--- config.mk ---
export PLATFORM = sky130hd
export DESIGN_NAME = fetch_stage
export DESIGN_NICKNAME = d
export VERILOG_FILES = /design/src/rtl/fetch_stage.sv
export SDC_FILE = /design/constraint.sdc
export NUM_CORES = 1
export LEC_CHECK = 0
export CORE_UTILIZATION = 49
export CTS_BUF_LIST = sky130_fd_sc_hd__clkbuf_16
export CTS_CLUSTER_DIAMETER = 30
export DETAILED_ROUTE_END_ITERATION = 8
export PLACE_DENSITY = 0.85
export RECOVER_POWER = 25
export SLEW_MARGIN = 15
export SYNTH_ARGS = -nofsm -noshare
export SYNTH_HDL_FRONTEND = slang
export SYNTH_SLANG_ARGS = --single-unit
export TNS_END_PERCENT = 1
--- constraint.sdc ---
create_clock -name clk -period 6.4 [get_ports clk]
set_input_delay 0.96 -clock clk [delete_from_list [all_inputs] [get_ports clk]]
set_output_delay 0.96 -clock clk [all_outputs]
set_load 0.1 [all_outputs]
--- src/rtl/fetch_stage.sv ---
// Instruction-fetch stage: owns the PC, drives the instruction memory address and
// loads the IF/ID pipeline register, with stall, redirect/squash and end-of-program halt.
module fetch_stage #(
  parameter logic [31:0] RESET_PC = 32'h0000_0000,
  parameter logic [31:0] PC_LIMIT = 32'd404
) (
  input  logic        clk,
  input  logic        rst_n,
  output logic [31:0] im_pc,
  input  logic [31:0] im_instr,
  input  logic        stall,
  input  logic        branch_taken,
  input  logic [31:0] branch_target,
  input  logic        jump,
  input  logic [25:0] jump_index,
  output logic [31:0] ifid_instr,
  output logic [31:0] ifid_pc4,
  output logic        ifid_valid,
  output logic        halted,
  output logic        misalign_err,
  output logic [31:0] fetch_count
);

  localparam int unsigned XLEN = 32;
  localparam logic [XLEN-1:0] COUNT_MAX = '1;

  typedef enum logic {RUN, HALT} state_t;

  state_t          state_q, state_d;
  logic [XLEN-1:0] pc_q, pc_d;
  logic [XLEN-1:0] instr_q, instr_d;
  logic [XLEN-1:0] pc4_q, pc4_d;
  logic            valid_q, valid_d;
  logic            halted_q, halted_d;
  logic            mis_q, mis_d;
  logic [XLEN-1:0] count_q, count_d;

  logic            redirect;
  logic [XLEN-1:0] target;
  logic            target_bad;
  logic [XLEN-1:0] pc_inc;
  logic [XLEN-1:0] count_inc;

  // Redirect target: taken branch has priority over jump; low bits always forced to zero.
  always_comb begin
    redirect   = branch_taken | jump;
    target     = branch_taken ? {branch_target[31:2], 2'b00}
                              : {pc4_q[31:28], jump_index, 2'b00};
    target_bad = branch_taken & (branch_target[1:0] != 2'b00);
    pc_inc     = pc_q + XLEN'(4);
    count_inc  = (count_q == COUNT_MAX) ? count_q : count_q + XLEN'(1);
  end

  // Next-state and next-register logic; redirect beats halt check, which beats stall.
  always_comb begin
    state_d  = state_q;
    pc_d     = pc_q;
    instr_d  = instr_q;
    pc4_d    = pc4_q;
    valid_d  = valid_q;
    halted_d = halted_q;
    mis_d    = mis_q;
    count_d  = count_q;

    case (state_q)
      RUN: begin
        if (redirect) begin
          pc_d    = target;
          instr_d = '0;
          pc4_d   = '0;
          valid_d = 1'b0;
          if (target_bad) mis_d = 1'b1;
        end else if (pc_q >= PC_LIMIT) begin
          instr_d  = '0;
          pc4_d    = '0;
          valid_d  = 1'b0;
          halted_d = 1'b1;
          state_d  = HALT;
        end else if (!stall) begin
          pc_d    = pc_inc;
          instr_d = im_instr;
          pc4_d   = pc_inc;
          valid_d = 1'b1;
          count_d = count_inc;
        end
      end
      HALT: begin
        instr_d = '0;
        pc4_d   = '0;
        valid_d = 1'b0;
        if (redirect) begin
          pc_d     = target;
          halted_d = 1'b0;
          state_d  = RUN;
          if (target_bad) mis_d = 1'b1;
        end
      end
      default: begin
        state_d = RUN;
      end
    endcase
  end

  always_ff @(posedge clk or negedge rst_n) begin
    if (!rst_n) begin
      state_q  <= RUN;
      pc_q     <= RESET_PC;
      instr_q  <= '0;
      pc4_q    <= '0;
      valid_q  <= 1'b0;
      halted_q <= 1'b0;
      mis_q    <= 1'b0;
      count_q  <= '0;
    end else begin
      state_q  <= state_d;
      pc_q     <= pc_d;
      instr_q  <= instr_d;
      pc4_q    <= pc4_d;
      valid_q  <= valid_d;
      halted_q <= halted_d;
      mis_q    <= mis_d;
      count_q  <= count_d;
    end
  end

  assign im_pc        = pc_q;
  assign ifid_instr   = instr_q;
  assign ifid_pc4     = pc4_q;
  assign ifid_valid   = valid_q;
  assign halted       = halted_q;
  assign misalign_err = mis_q;
  assign fetch_count  = count_q;

endmodule
==> results of run 1 <==
## layout make-up
cell class / count / share of cell area (%)
Multi-Input combinational cell: 402 / 30.35
Sequential cell: 129 / 35.62
Inverter: 8 / 0.3314
Timing Repair Buffer: 228 / 25.10
Clock buffer: 17 / 4.694
Clock inverter: 15 / 1.588
Tap cell: 168 / 2.319
## synth_stat cells, drive strengths merged, types with 2 or more instances
library cell  number
mux2i             18
xnor2             17
or2                3
o21ai             18
nand2             39
inv                8
a21o               3
and2              28
a311oi             2
nor2              30
and4               5
nand2b             2
o22a               3
a21oi             14
mux2               4
or3                8
nor4              16
nand4             23
nand3             25
dfrtp            129
o22ai              3
and3              11
a22o              34
a211o              3
nor4b              2
a211oi            10
nor3              20
a21boi             2
o2111ai            3
buf               20
xor2              18
ha                 4
a31oi             11
or4                3
nor2b              8
clkbuf            17
## registers in the layout (all words and copies together) (netlist names)
| name | flops |
|---|---|
| fetch_count | 32 |
| ifid_instr | 32 |
| ifid_pc4 | 31 |
| im_pc | 30 |
| halted | 1 |
| ifid_valid | 1 |
| misalign_err | 1 |
| state_q | 1 |
## power by group through the flow
stage / Sequential [mW] / Combinational (mW) / Clock, mW
after floorplan: 1.09 / 0.104 / 0
after global placement: 0.900 / 0.452 / 0
after detailed placement: 0.902 / 0.458 / 0
after CTS: 0.889 / 0.460 / 0.940
after global routing: 0.894 / 0.481 / 0.976
final: 0.891 / 0.459 / 0.931
## kinds of logic (layout without fill, tap and decap cells)
kind of cell	count (synthesis)	after routing	synth area share (%)
adder cells (fa/ha/maj)	4	4	0.8060
flip-flops	129	129	51.98
AO/OA/AOI/OAI	115	115	14.00
AND/OR/NAND/NOR	224	224	20.79
multiplexers	22	22	3.627
buffers and inverters	45	268	3.788
XOR/XNOR	35	35	4.936
other	1	2	0.06039
## metal layers
layer / vias up / routed length (um) / GRT usage, %
met5: - / 0 / 0
met4: 0 / 495 / 13.07
met3: 42 / 1371 / 6.882
met2: 253 / 8680 / 46.55
met1: 2643 / 7207 / 34.03
li1: 2521 / - / -
## through the flow
stage               hold slack (ns)  area [sq um]  instances  util (%)
floorplan                    0.5888          6213        576         -
global placement             0.4563          8473        934     69.67
detailed placement           0.4687          8473        934     69.67
CTS                          0.4813          9042        966     74.35
global route                 0.4941          9062        967     74.52
finish                       0.4783          9062        967     74.52
## worst max path at each step
stage                      to  slack [ns]     start  depth (start not counted)
2_1_floorplan       im_pc[16]        3.63  im_pc[3]                          8
3_3_place_gp   ifid_instr[15]        2.33      jump                          6
3_5_place_dp    ifid_instr[0]        2.18      jump                          6
4_1_cts        ifid_instr[18]        2.57      jump                          6
5_1_grt        fetch_count[3]        1.34     rst_n                          2
6_report       fetch_count[6]        2.20     rst_n                          2
==> results.txt, run 1 <==
type of element capturing the critical path = asynchronous set/reset pin
Critical R2R Launch = im_pc[2]
Max IR drop VDD = 0.0001582 V
worst skew pair latency = 0.42 ns
syn_area_per_cell = 10.80 sq um
Synth Register Bits = 129
violated checks = max-capacitance violations, max-slew violations
crit path time final = 4.198 ns
Reg clk slew, reported paths = 0.06 ns
Seq pwr share = 39.1%
Starting Density = 51.06%
sw power = 0.7259 mW
FF/Latch Area = 3228 sq um
core area = 12160 sq um
Slew headroom = -163.9%
fillers = 840
CTS hold repair buffers = 0
commonest non-fill, non-tap cell in the layout = clkdlybuf4s50_1
Via Count = 5459
final hold vios = 0
CTS Buf Count = 17
FMAX = 238.2 MHz
final setup fails = 0
post-DR vias/cell = 5.645
Setup Crit Path Kind = in -> async
clk buf depth = 2
Hold Path Sink = ifid_valid
# nets final = 885
Worst Path Arrival = 4.68 ns
WHS Path Cells = 1
Worst R2R End = ifid_pc4[10]
crit path cell chain = clkbuf_1 > buf_4
RSZ-0062 raised after global routing = no
number of global-route vias before repair = 5542
CP startpoint kind = input pin
Sink Count = 129
First-pass DRT Iterations = 7
CTS H-tree lvls = 4
total of max-cap violations = 2
DP Worst Slack = 2.180 ns
total die area = 13130 sq um
Tot Pwr = 2.281 mW
Clock Skew = 0.008953 ns
clock root buffer = clkbuf_16
post-route ant nets = 0
Synth warnings = 0
detailed-route wire length per cell = 18.36 um
drt initial violations = 435
CP required = 6.88 ns
CTS tree = built
DP Wirelength = 12.43 mm
initial antenna violation count = 0
Cell Int Power = 1.555 mW
number of distinct library cells after synthesis = 68
routability cong. = 0.8564
cell row count = 40
Post-synth EDFFs = 0
sequential fraction of the synthesis area = 51.98%
Post-Route WL = 17.76 mm
final worst slack = 2.202 ns
area added between synthesis and finish = 45.94%
first-pass GRT wire length = 27.96 mm
crit-path max cell delay = 2.75 ns
reg2reg setup slack = 3.69 ns
largest net degree at the start of global routing = 77
Hold Crit Class = reg -> reg
setup TNS = 0 ns
post_cts resized = 0
Total GRT Usage = 27.87%
worst reg2reg path depth = 8
Die X = 114.6 um
worst-path fanout max = 76
Synth async-reset ratio = 100.0%
DRC viols = 0
Synth Flop Type = dfrtp_1
share of the synthesized area in the top cell type = 51.98%
status = finished, violations left
GRT overflow = 0
min-delay src = ifid_valid
Post-CTS Setup Bufs = 0
antenna cells = 0
Port Buf Inserts = 223
pwr dens = 251.7 nW/um^2
Post-Syn Instances = 575
Leak Pwr = 3.886 nW
layout cells sized above 1 = 7.885%
slew of the pin with the lowest slew margin = 3.959 ns
final worst path period share = 65.59%
Logic pwr share = 20.1%
most frequent cells in the layout = clkdlybuf4s50_1, dfrtp_1, nand2_1, a22o_1
Pins Over Slew Limit = 131
ranking of synthesized cells by area = dfrtp_1, a22o_1, mux2i_1, and2_1, xor2_1
clock power share = 40.8%
slowest CP cell = clkbuf_1
die height = 114.6 um
area leader, netlist = dfrtp_1
WP buf/inv = 2
CP top delay family = buffers and inverters
Mapped Area = 6210 sq um
Switching Fraction = 31.83%
area of the multi-input gates = 2750 sq um
IO Pins = 226
Power figures use the tool's default switching activity.
==> run 2: changes to the inputs <==
Settings changed: CORE_UTILIZATION 49 to 41, PLACE_DENSITY 0.85 to 0.75.
Clock period 6.4 ns to 3.6 ns, I/O delays scaled along.
==> run 2 against run 1 <==
Compared with the run above: the flow still finishes with violations (max-capacitance violations, max-slew violations); wire length grew 0.68%; core utilization shrank 12 points; critical endpoint is now im_pc[4]; critical path depth shrank 1; largest cell class unchanged; cell count grew 2.1%; global-route usage shrank 4.1 points; highest routed layer unchanged; combinational power grew 80%; sequential cell count is the same.
==> results.txt, run 2 (synthesis results as in run 1) <==
status = finished, violations left
violated checks = max-capacitance violations, max-slew violations
Sink Count = 129 (unchanged)
placed cell area = 8548 sq um (+0.89%)
drt initial violations = 501 (+15%)
CTS tree = built
reg2reg setup slack = 0.99 ns (-2.70 ns)
Hold Path Sink = misalign_err
Post-CTS Setup Bufs = 0 (unchanged)
area of the multi-input gates = 2750 sq um (unchanged)
Reg clk slew, reported paths = 0.05 ns (about the same)
worst skew pair latency = 0.42 ns (about the same)
setup TNS = 0 ns (unchanged)
area added between synthesis and finish = 46.95%
CTS hold repair buffers = 0 (unchanged)
FMAX = 371.4 MHz
Worst R2R End = ifid_instr[7]
largest net degree at the start of global routing = 79 (+2.6%)
fillers = 1176 (+40%)
final hold vios = 0 (unchanged)
WHS Path Cells = 1 (unchanged)
# nets final = 888 (+0.34%)
post_cts resized = 0 (unchanged)
Hold Crit Class = reg -> reg
DP Worst Slack = 0.8709 ns (-1.309 ns)
Leak Pwr = 3.913 nW (+0.69%)
Tot Pwr = 4.095 mW (+80%)
final worst path period share = 74.78%
commonest non-fill, non-tap cell in the layout = clkdlybuf4s50_1
DRC viols = 0 (unchanged)
post-DR vias/cell = 5.571 (-1.3%)
slew of the pin with the lowest slew margin = 2.682 ns (-1.277 ns)
Post-Route WL = 17.88 mm (+0.68%)
WP buf/inv = 1 (-1)
crit-path max cell delay = 1.20 ns (-1.55 ns)
initial antenna violation count = 1 (+1)
slowest CP cell = clkdlybuf4s50_1
core area = 14640 sq um (+20%)
First-pass DRT Iterations = 8 (+1)
FF/Latch Area = 3228 sq um (unchanged)
final worst slack = 0.9078 ns (-1.295 ns)
layout cells sized above 1 = 7.855% (-0.029 points)
most frequent cells in the layout = clkdlybuf4s50_1, dfrtp_1, nand2_1, a22o_1
DP Wirelength = 12.80 mm (+3.0%)
Fin Hold WS = 0.4649 ns (-0.01339 ns)
Via Count = 5499 (+0.73%)
CP top delay family = buffers and inverters
clock root buffer = clkbuf_16
IO Pins = 226 (unchanged)
Port Buf Inserts = 223 (unchanged)
total of max-cap violations = 1 (-1)
worst-path fanout max = 10 (-87%)
worst reg2reg path depth = 8 (unchanged)
Worst Path Arrival = 2.15 ns (-2.53 ns)
detailed-route wire length per cell = 18.11 um (-1.4%)
clk buf depth = 2 (unchanged)
Max IR drop VDD = 0.0002558 V (+62%)
first-pass GRT wire length = 29.40 mm (+5.2%)
GRT overflow = 0 (unchanged)
routability cong. = 0.8723 (+1.9%)
Layout Utilization = 62.31% (-12 points)
Die X = 125.1 um (+9.2%)
CP startpoint kind = register
post-route ant nets = 0 (unchanged)
final instance area = 9125 sq um (+0.69%)
number of global-route vias before repair = 5582 (+0.72%)
critical path depth in cells = 1 (-1)
Critical R2R Launch = im_pc[2]
crit path cell chain = clkdlybuf4s50_1
Setup Crit Path Kind = reg -> out
type of element capturing the critical path = primary output
Total GRT Usage = 23.76% (-4.1 points)
Clock Skew = 0.006450 ns (-0.002503 ns)
die height = 125.1 um (+9.2%)
placed cells = 954 (+2.1%)
fin cells = 987 (+2.1%)
cell row count = 44 (+10%)
CTS H-tree lvls = 4 (unchanged)
RSZ-0062 raised after global routing = no
CP required = 3.06 ns (-3.82 ns)
Slew headroom = -78.82% (+85 points)
Starting Density = 42.40% (-8.7 points)
CTS Buf Count = 17 (unchanged)
crit path time final = 2.692 ns
total die area = 15640 sq um (+19%)
pwr dens = 448.8 nW/um^2 (+78%)
min-delay src = misalign_err
final setup fails = 0 (unchanged)
Pins Over Slew Limit = 52 (-60%)
## run 2: changes by cell type in the layout (fill, tap and decap cells not counted), sizes merged
cell	before	now
clkbuf	19	18
bufinv	2	3
diode	0	1
clkinv	7	6
buf	5	9
## run 2: area by class of cell
class | instances | area share, %
flip-flops and latches | 129 | 35.38
multi-input cells | 402 | 30.14
repair buffers | 231 | 25.27
clock buffers | 17 | 4.662
well taps | 184 | 2.523
clock inverters | 15 | 1.673
inverters | 8 | 0.3291
diodes | 1 | 0.02742
## run 2: routing by layer
layer  global-route usage, %  share of wire [%]  routed length, um  up-vias
met1                   29.88                 41               7360     2696
met5                       0                  0                  0        -
met3                   6.376                7.3               1302       39
li1                        -                  -                  -     2532
met2                   38.61                 49               8729      232
met4                   10.26                2.7                484        0
## run 2: how the worst max path moves through the flow
stage	end	slack [ns]	start
floorplan	im_pc[16]	0.83	im_pc[3]
global placement	ifid_pc4[19]	0.99	jump
detailed placement	fetch_count[17]	0.87	stall
CTS	im_pc[4]	0.90	im_pc[4]
global route	ifid_instr[31]	0.51	rst_n
finish	im_pc[4]	0.91	im_pc[4]
## run 2: power by group
part / leakage, nW / internal (mW) / switching [mW]
clock: 0.283 / 1.07 / 0.621
combinational: 1.91 / 0.255 / 0.569
sequential: 1.72 / 1.50 / 0.0809
==> run 3: changes to the inputs <==
Clock period 3.6 ns to 2.4 ns, I/O delays scaled along.
==> run 3 against run 2 <==
Compared with the run above: the flow now finishes without violations; die area unchanged; clock skew increased by 0.0056 ns; combinational power increased by 49%; worst hold slack improved by 0.012 ns; register-to-register slack got worse by 0.89 ns; sequential share of layout area increased by 1.0 points; cell count increased by 1.0%; critical path type is now reg -> reg; critical endpoint is now im_pc[21].
==> results.txt, run 3 (synthesis results as in run 1) <==
Post-CTS Setup Bufs = 0 (unchanged)
Seq pwr share = 38.0% (-0.6 points)
clock power share = 42.2% (+1.0 points)
die height = 125.1 um (unchanged)
Port Buf Inserts = 223 (unchanged)
Switching Fraction = 30.50% (-0.53 points)
routability cong. = 0.9161 (+5.0%)
type of element capturing the critical path = register
status = completed
Die X = 125.1 um (unchanged)
fillers = 1215 (+3.3%)
post-route ant nets = 0 (unchanged)
pwr dens = 698.8 nW/um^2 (+56%)
CP required = 2.70 ns (-0.36 ns)
detailed-route wire length per cell = 17.87 um (-1.4%)
sw power = 1.902 mW (+50%)
Setup Crit Path Kind = reg -> reg
fin cells = 997 (+1.0%)
CTS Buf Count = 17 (unchanged)
most frequent cells in the layout = buf_4, dfrtp_1, clkdlybuf4s50_1, nand2_1, a22o_1
crit path time final = 2.304 ns
Slew headroom = 38.56% (+120 points)
commonest non-fill, non-tap cell in the layout = buf_4
FMAX = 434.0 MHz
Clock Skew = 0.01209 ns (+0.005635 ns)
area of the multi-input gates = 2753 sq um (about the same)
CTS H-tree lvls = 4 (unchanged)
core area = 14640 sq um (unchanged)
First-pass DRT Iterations = 7 (-1)
Max IR drop VDD = 0.0005857 V (+130%)
clock root buffer = clkbuf_16
number of global-route vias before repair = 5560 (-0.39%)
layout cells sized above 1 = 27.31% (+19 points)
Leak Pwr = 4.183 nW (+6.9%)
total die area = 15640 sq um (unchanged)
FF/Latch Area = 3251 sq um (+0.70%)
Cell Int Power = 4.335 mW (+53%)
Starting Density = 42.40% (unchanged)
total of max-cap violations = 0 (-1)
largest net degree at the start of global routing = 60 (-24%)
Logic pwr share = 19.8% (-0.3 points)
post-DR vias/cell = 5.513 (-1.1%)
final worst path period share = 96.01%
antenna cells = 0 (-1)
CP startpoint kind = register
DP Wirelength = 12.97 mm (+1.3%)
Reg clk slew, reported paths = 0.06 ns (about the same)
first-pass GRT wire length = 29.12 mm (-0.96%)
initial antenna violation count = 0 (-1)
drt initial violations = 512 (+2.2%)
worst skew pair latency = 0.41 ns (about the same)
# nets final = 899 (+1.2%)
area added between synthesis and finish = 43.74%
placed cells = 964 (+1.0%)
worst-path fanout max = 10 (unchanged)
Total GRT Usage = 23.50% (-0.27 points)
CTS tree = built
IO Pins = 226 (unchanged)
DRC viols = 0 (unchanged)
final hold vios = 0 (unchanged)
Fin Hold WS = 0.4767 ns (+0.01185 ns)
Worst Path Arrival = 2.60 ns (+0.45 ns)
Sink Count = 129 (unchanged)
Tot Pwr = 6.237 mW (+52%)
Post-Route WL = 17.81 mm (-0.36%)
GRT overflow = 0 (unchanged)
final setup fails = 0 (unchanged)
clk buf depth = 2 (unchanged)
Via Count = 5496 (-0.055%)
cell row count = 44 (unchanged)
RSZ-0062 raised after global routing = no
slew of the pin with the lowest slew margin = 0.9215 ns (-1.761 ns)
Hold Crit Class = reg -> reg
Pins Over Slew Limit = 0 (-100%)
-- run 3: power groups by stage --
stage	sequential [mW]	combinational (mW)	clock [mW]
final	2.37	1.23	2.63
after global placement	2.40	1.23	0
after floorplan	2.92	0.276	0
after detailed placement	2.40	1.24	0
after global routing	2.38	1.30	2.78
after CTS	2.37	1.24	2.68
-- run 3: metal layers --
metal  wire length [um]  vias to the layer above  share of wire (%)  GRT usage [%]
li1                   -                     2555                  -              -
met1               7520                     2713                 42          29.53
met2               8930                      216                 50          39.73
met3               1193                       12                6.7          6.590
met4                168                        0               0.94          6.313
met5                  0                        -                  0              0
-- run 3: area by class of cell --
cell class / instances / share of cell area [%]
clock inverters: 15 / 1.948
well taps: 184 / 2.579
flip-flops and latches: 129 / 36.42
inverters: 8 / 0.3364
multi-input cells: 402 / 30.84
repair buffers: 242 / 23.11
clock buffers: 17 / 4.766
-- run 3: final timing paths --
| check | start | end | slack (ns) | cells past startpoint |
|---|---|---|---|---|
| min in group asynchronous | rst_n | misalign_err | 0.64 | 2 |
| max reg2reg | im_pc[2] | im_pc[21] | 0.1 | 7 |
| max in group asynchronous | rst_n | im_pc[25] | 0.52 | 3 |
| min | misalign_err | misalign_err | 0.48 | 1 |
| min reg2reg | misalign_err | misalign_err | 0.48 | 1 |
| max | im_pc[2] | im_pc[21] | 0.1 | 7 |
-- run 3: metrics by stage --
step | worst slack, ns | cell area [sq um] | setup TNS (ns) | util (%)
2_1_floorplan | -0.05388 | 6236 | -0.4416 | -
3_3_place_gp | 0.1300 | 8335 | 0 | 56.92
3_5_place_dp | 0.1229 | 8335 | 0 | 56.92
4_1_cts | 0.1136 | 8945 | 0 | 61.08
5_1_grt | 0.002674 | 8926 | 0 | 60.95
6_report | 0.09582 | 8926 | 0 | 60.95
-- run 3: critical path, cell delays in order (launching register included) --
cell and delay, ns:
dfrtp_2 0.46, inv_1 0.14, ha_1 0.16, or2b_2 0.31
a21boi_2 0.29, o2111ai_4 0.21, and2_1 0.31, a211o_1 0.33
-- run 3: repair_timing --
| item | 4_1_cts | 5_1_grt |
|---|---|---|
| gates resized for setup | 0 | 1 |
| hold buffers | 1 | 0 |
| hold endpoints to repair | 35 | 0 |
| endpoints found under the setup margin | 0 | 1 |
